## src/rtl/fetch_sequencer.sv

```systemverilog
// Multi-cycle fetch controller: boots the PC, fetches one word per
// instruction, hands it to decode and resolves the next PC.
module fetch_sequencer #(
  parameter logic [31:0] RESET_VECTOR = 32'h0000_0000,
  parameter logic [31:0] EXC_VECTOR   = 32'h0000_0180
) (
  input  logic        clk,
  input  logic        reset,
  input  logic [31:0] pc_cur,
  output logic [31:0] pc_next,
  output logic        pc_we,
  output logic        imem_req,
  output logic [31:0] imem_addr,
  input  logic        imem_ack,
  input  logic [31:0] imem_rdata,
  output logic [31:0] instr,
  output logic        instr_valid,
  input  logic        instr_ready,
  input  logic        stall,
  input  logic        branch_taken,
  input  logic [31:0] branch_target,
  input  logic        jump,
  input  logic [31:0] jump_target,
  output logic        exc_align,
  output logic [31:0] retired
);

  typedef enum logic [1:0] {
    BOOT, REQ, ISSUE, RESOLVE
  } state_t;

  state_t      state, state_n;
  logic [31:0] tgt;
  logic        redir;

  always_ff @(posedge clk or negedge reset) begin
    if (!reset) begin
      state   <= BOOT;
      instr   <= '0;
      retired <= '0;
    end else begin
      state <= state_n;
      if (state == REQ && imem_ack)
        instr <= imem_rdata;
      if (state == RESOLVE && !stall)
        retired <= retired + 32'd1;
    end
  end

  always_comb begin
    redir = 1'b0;
    tgt   = pc_cur + 32'd4;
    unique case (1'b1)
      jump: begin
        redir = 1'b1;
        tgt   = jump_target;
      end
      (!jump && branch_taken): begin
        redir = 1'b1;
        tgt   = branch_target;
      end
      default: ;
    endcase
  end

  always_comb begin
    state_n     = state;
    pc_next     = '0;
    pc_we       = 1'b0;
    imem_req    = 1'b0;
    imem_addr   = '0;
    instr_valid = 1'b0;
    exc_align   = 1'b0;
    case (state)
      BOOT: begin
        pc_we   = 1'b1;
        pc_next = RESET_VECTOR;
        state_n = REQ;
      end
      REQ: begin
        imem_req  = 1'b1;
        imem_addr = pc_cur;
        if (imem_ack)
          state_n = ISSUE;
      end
      ISSUE: begin
        instr_valid = 1'b1;
        if (instr_ready)
          state_n = RESOLVE;
      end
      RESOLVE: begin
        if (!stall) begin
          pc_we   = 1'b1;
          pc_next = tgt;
          state_n = REQ;
          if (redir && tgt[1:0] != 2'b00) begin
            pc_next   = EXC_VECTOR;
            exc_align = 1'b1;
          end
        end
      end
      default: state_n = BOOT;
    endcase
    // BOOT is held while reset is low; no PC write may escape then
    if (!reset) begin
      pc_we   = 1'b0;
      pc_next = '0;
    end
  end

endmodule

```

## config.mk

```make
export PLATFORM = sky130hd
export DESIGN_NAME = fetch_sequencer
export DESIGN_NICKNAME = d
export VERILOG_FILES = /design/src/rtl/fetch_sequencer.sv
export SDC_FILE = /design/constraint.sdc
export NUM_CORES = 1
export LEC_CHECK = 0
export BUFFER_PORTS_ARGS = -buffer_cell sky130_fd_sc_hd__buf_2
export CAP_MARGIN = 20
export CORE_AREA = 2 2 102 104
export DETAILED_ROUTE_END_ITERATION = 6
export DIE_AREA = 0 0 104 106
export PLACE_DENSITY = 0.78
export SLEW_MARGIN = 5
export SYNTH_ARGS = -nofsm -noshare
export SYNTH_HDL_FRONTEND = slang
export SYNTH_SLANG_ARGS = --single-unit
```

## constraint.sdc

```tcl
create_clock -name clk -period 4.95 [get_ports clk]
set_input_delay 0.7425 -clock clk [delete_from_list [all_inputs] [get_ports clk]]
set_output_delay 0.7425 -clock clk [all_outputs]
set_load 0.05 [all_outputs]
```

==> results.md <==
- The cell area after synthesis is 0.00431 mm^2.
- The number of setup violations in the final report is 0.
- TritonCTS built the clock tree.
- The initial core utilization is 43.1%.
- The worst relative slew slack is 36.9%.
- The number of synthesized flops with an enable pin is 0.
- The leakage power is 3.06 nW.
- Summing over every cut layer, the via total after detailed routing is 4560.
- In this run the worst path has a maximum fanout of 29.
- The count of cells resized by post-cts repair is 0.
- The congestion estimate from routability-driven global placement came to 0.971.
- Dividing the final minimum period by the clock period gives 77.0%.
- Counting every net in the synthesized netlist gives 592.
- Summing all multi-input logic gate instances after layout gives 0.00247 mm^2.
- The number of instances in the synthesized netlist is 450.
- The top flip-flop cell by instance count after synthesis is sky130_fd_sc_hd__dfrtp_1.
- The final standard cell count with taps included and fillers excluded is 849.
- In this run the clock root is driven by a sky130_fd_sc_hd__clkbuf_8.
- Derived from the worst setup path, the maximum achievable clock frequency is 0.262 GHz.
- The die is 104 um wide.
- The first global-routing pass estimated 23.6 mm of wire.
- The number of antenna violations at the first check in global routing came to 1.
- The most common cell after layout, fill and taps aside is sky130_fd_sc_hd__buf_2.
- The summed negative setup slack over all endpoints is 0 ns.
- The total overflow left after global routing is 0.
- For the worst setup path, the data required time is 4.21 ns.
- The number of buffers inserted to repair setup after CTS is 0.
- Setup repair after global routing left no endpoint under its margin.
- Counting the fill cells in the layout gives 892.
- The clock input transition at the sequential cells of the worst setup and hold paths is 0.07 ns.
- The worst-case IR drop observed on VDD is 575 uV.
- The number of hold violations in the final report is 0.
- The number of design rule violations left after detail routing is 0.
- The number of core rows is 37.
- The core region area is 0.0100 mm^2.
- Across the run, the number of max-cap violations was 0.
- Sequential elements use 38.3% of the synthesized area.
- The total wire length is 15.4 mm.
- The startpoint identified for the worst hold timing path is retired[3]$_DFFE_PN0P_.
- The worst register-to-register path begins at state[1]$_DFFE_PN0P_.
- In the global route stage, overall resource usage came out at 27.4%.
- The run finished with clean final reports.
- The H-tree generated during clock tree synthesis spans 3 levels.
- For the worst setup path, the data arrival time is 3.07 ns.
- Leaving out fill and tap cells, the most frequent cells in the layout are sky130_fd_sc_hd__buf_2 (266), sky130_fd_sc_hd__dfrtp_1 (66), sky130_fd_sc_hd__mux2_2 (34).
- The antenna violation net count after detailed routing is 0.
- The final hold slack is 0.498 ns.
- The number of diodes added for antenna fixing is 0.
- Power comes to 3.04 mW.
- The worst setup path is launched from a primary input.
- For this run, asynchronously set or reset flops after synthesis account for 100%.
- In this run, post-CTS hold repair placed 0 buffers.
- STA classifies the critical path endpoint as a primary output.
- In this run, distinct cell masters in the synthesized netlist total 59.
- The violation count after the first detailed-routing iteration is 235.
- In this run the deepest clock path goes through 2 buffers.
- The first detailed-routing pass took 5 iterations.
- Counting the buffers created by CTS gives 9.
- The worst hold path belongs to the class reg2reg.
- Once placement completed, the tool counted placed cells totaling 834.
- The register-to-register setup slack is 2.16 ns.
- In this run the critical register-to-register path is captured at instr[30]$_DFFE_PN0P_.
- The via count of the first global-routing pass is 4563.
- The launching instance or port of the critical path is jump.
- For the pin with the worst max-slew slack, the measured transition is 0.944 ns.
- The later-pin clock latency in the skew report is 0.34 ns.
- Summing all flip-flop and latch instances after layout gives 0.00165 mm^2.
- The wire-length estimate of the detail-placed layout is 12.2 mm.
- During placement, the flow inserted port buffers numbering 266.
- The number of warnings reported in the yosys synthesis log is 0.
- The worst setup path is of the in2out kind.
- The pin count of the biggest net entering global routing is 69.
- The worst clock skew on the final layout is 0.00515 ns.
- The area growth from synthesis to layout is 37.4%.
- Dividing the detail-routed wire length by the instance count gives 18.2 um.
- The number of nets at the end of the flow is 851.
- Counting instances, the worst hold path has a depth of 1.
- The share of cells above drive strength 1 is 47.0%.
- After layout, the minimum clock period comes to 3.81 ns.
- The number of sinks handled by clock tree synthesis is 66.
- The worst-case reg-to-reg path depth is 5.
- The number of max-slew violations in the final report is 0.
- For hold timing, the worst endpoint is retired[3]$_DFFE_PN0P_.
- The floorplan step defined a die boundary enclosing 0.0110 mm^2.
- Measured along the y axis, the die boundary spans 106 um.
- The average via count per standard cell is 5.37.
- The I/O pin count is 267.
- The average cell area after synthesis is 9.57 um^2.
- Counting flops and latches in the post-synthesis netlist gives 66.
- In this run the power density over the cells is 513 mW/mm^2.
## kinds of logic after synthesis
group                      after synthesis  synth area share, %
AOI/OAI and AO/OA                       73                 11.5
xor gates and xnor gates                51                 10.4
adders and majority gates                7                 2.03
buffers and inverters                   38                 4.36
DFF                                     66                 38.3
muxes                                   38                 9.82
and+or+nand+nor                        177                 23.6
## critical path: stages
cell and delay, ns:
sky130_fd_sc_hd__buf_2 0.45, sky130_fd_sc_hd__nand2b_1 0.41, sky130_fd_sc_hd__o21a_1 0.18, sky130_fd_sc_hd__nand3_1 0.41
sky130_fd_sc_hd__a211o_1 0.44, sky130_fd_sc_hd__o22ai_1 0.12, sky130_fd_sc_hd__buf_2 0.30
## area by class of cell
type	instances	area share, %
well taps	136	2.87
multi-input cells	346	41.7
flip-flops and latches	66	27.9
clock buffers	12	2.45
clock inverters	3	0.676
repair buffers	271	23.5
inverters	15	0.951
## routing by layer
metal | wire [um] | GRT usage [%]
met1 | 5770 | 29.5
met4 | 435 | 11.1
met3 | 1110 | 7.11
met5 | 13 | 0
met2 | 8100 | 51.1
## cells in the mapped netlist, drive strengths merged (11+ instances only)
library cell  instances  share of area [%]
and2                 28                4.1
a21oi                15                1.7
o22ai                11                1.6
inv                  15                1.3
xor2                 22                4.5
nor4                 12                2.4
a211oi               11                2.1
o21ai                12                1.4
nand3                25                2.9
nand2                29                2.5
nor2                 31                2.7
mux2                 34                8.9
nand4                13                2.4
dfrtp                66                 38
clkbuf               15                1.8
xnor2                29                5.9
## flip-flops by register name, summed over array words and instances (netlist names)
name / flops
retired: 32
instr: 32
state: 2
## report_power, final
part / internal, mW / total, mW / switching (mW) / leakage, nW
combinational: 0.471 / 1.79 / 1.32 / 2.12
clock: 0.242 / 0.433 / 0.191 / 0.0962
sequential: 0.704 / 0.813 / 0.109 / 0.841
## how the worst max path moves through the flow
stage / to / slack, ns
after floorplan: pc_next[20] / 1.09
after global placement: pc_next[15] / 1.31
after detailed placement: pc_next[15] / 1.19
after CTS: pc_next[15] / 1.18
after global routing: pc_next[15] / 0.97
final: pc_next[15] / 1.14
## through the flow
stage	instance area, um^2	worst slack (ns)	utilization (%)
after floorplan	4310	1.09	-
after global placement	5710	1.31	57.1
after detailed placement	5740	1.19	57.4
after CTS	5920	1.18	59.2
after global routing	5920	0.968	59.2
final	5920	1.14	59.2
Power figures use the tool's default switching activity.
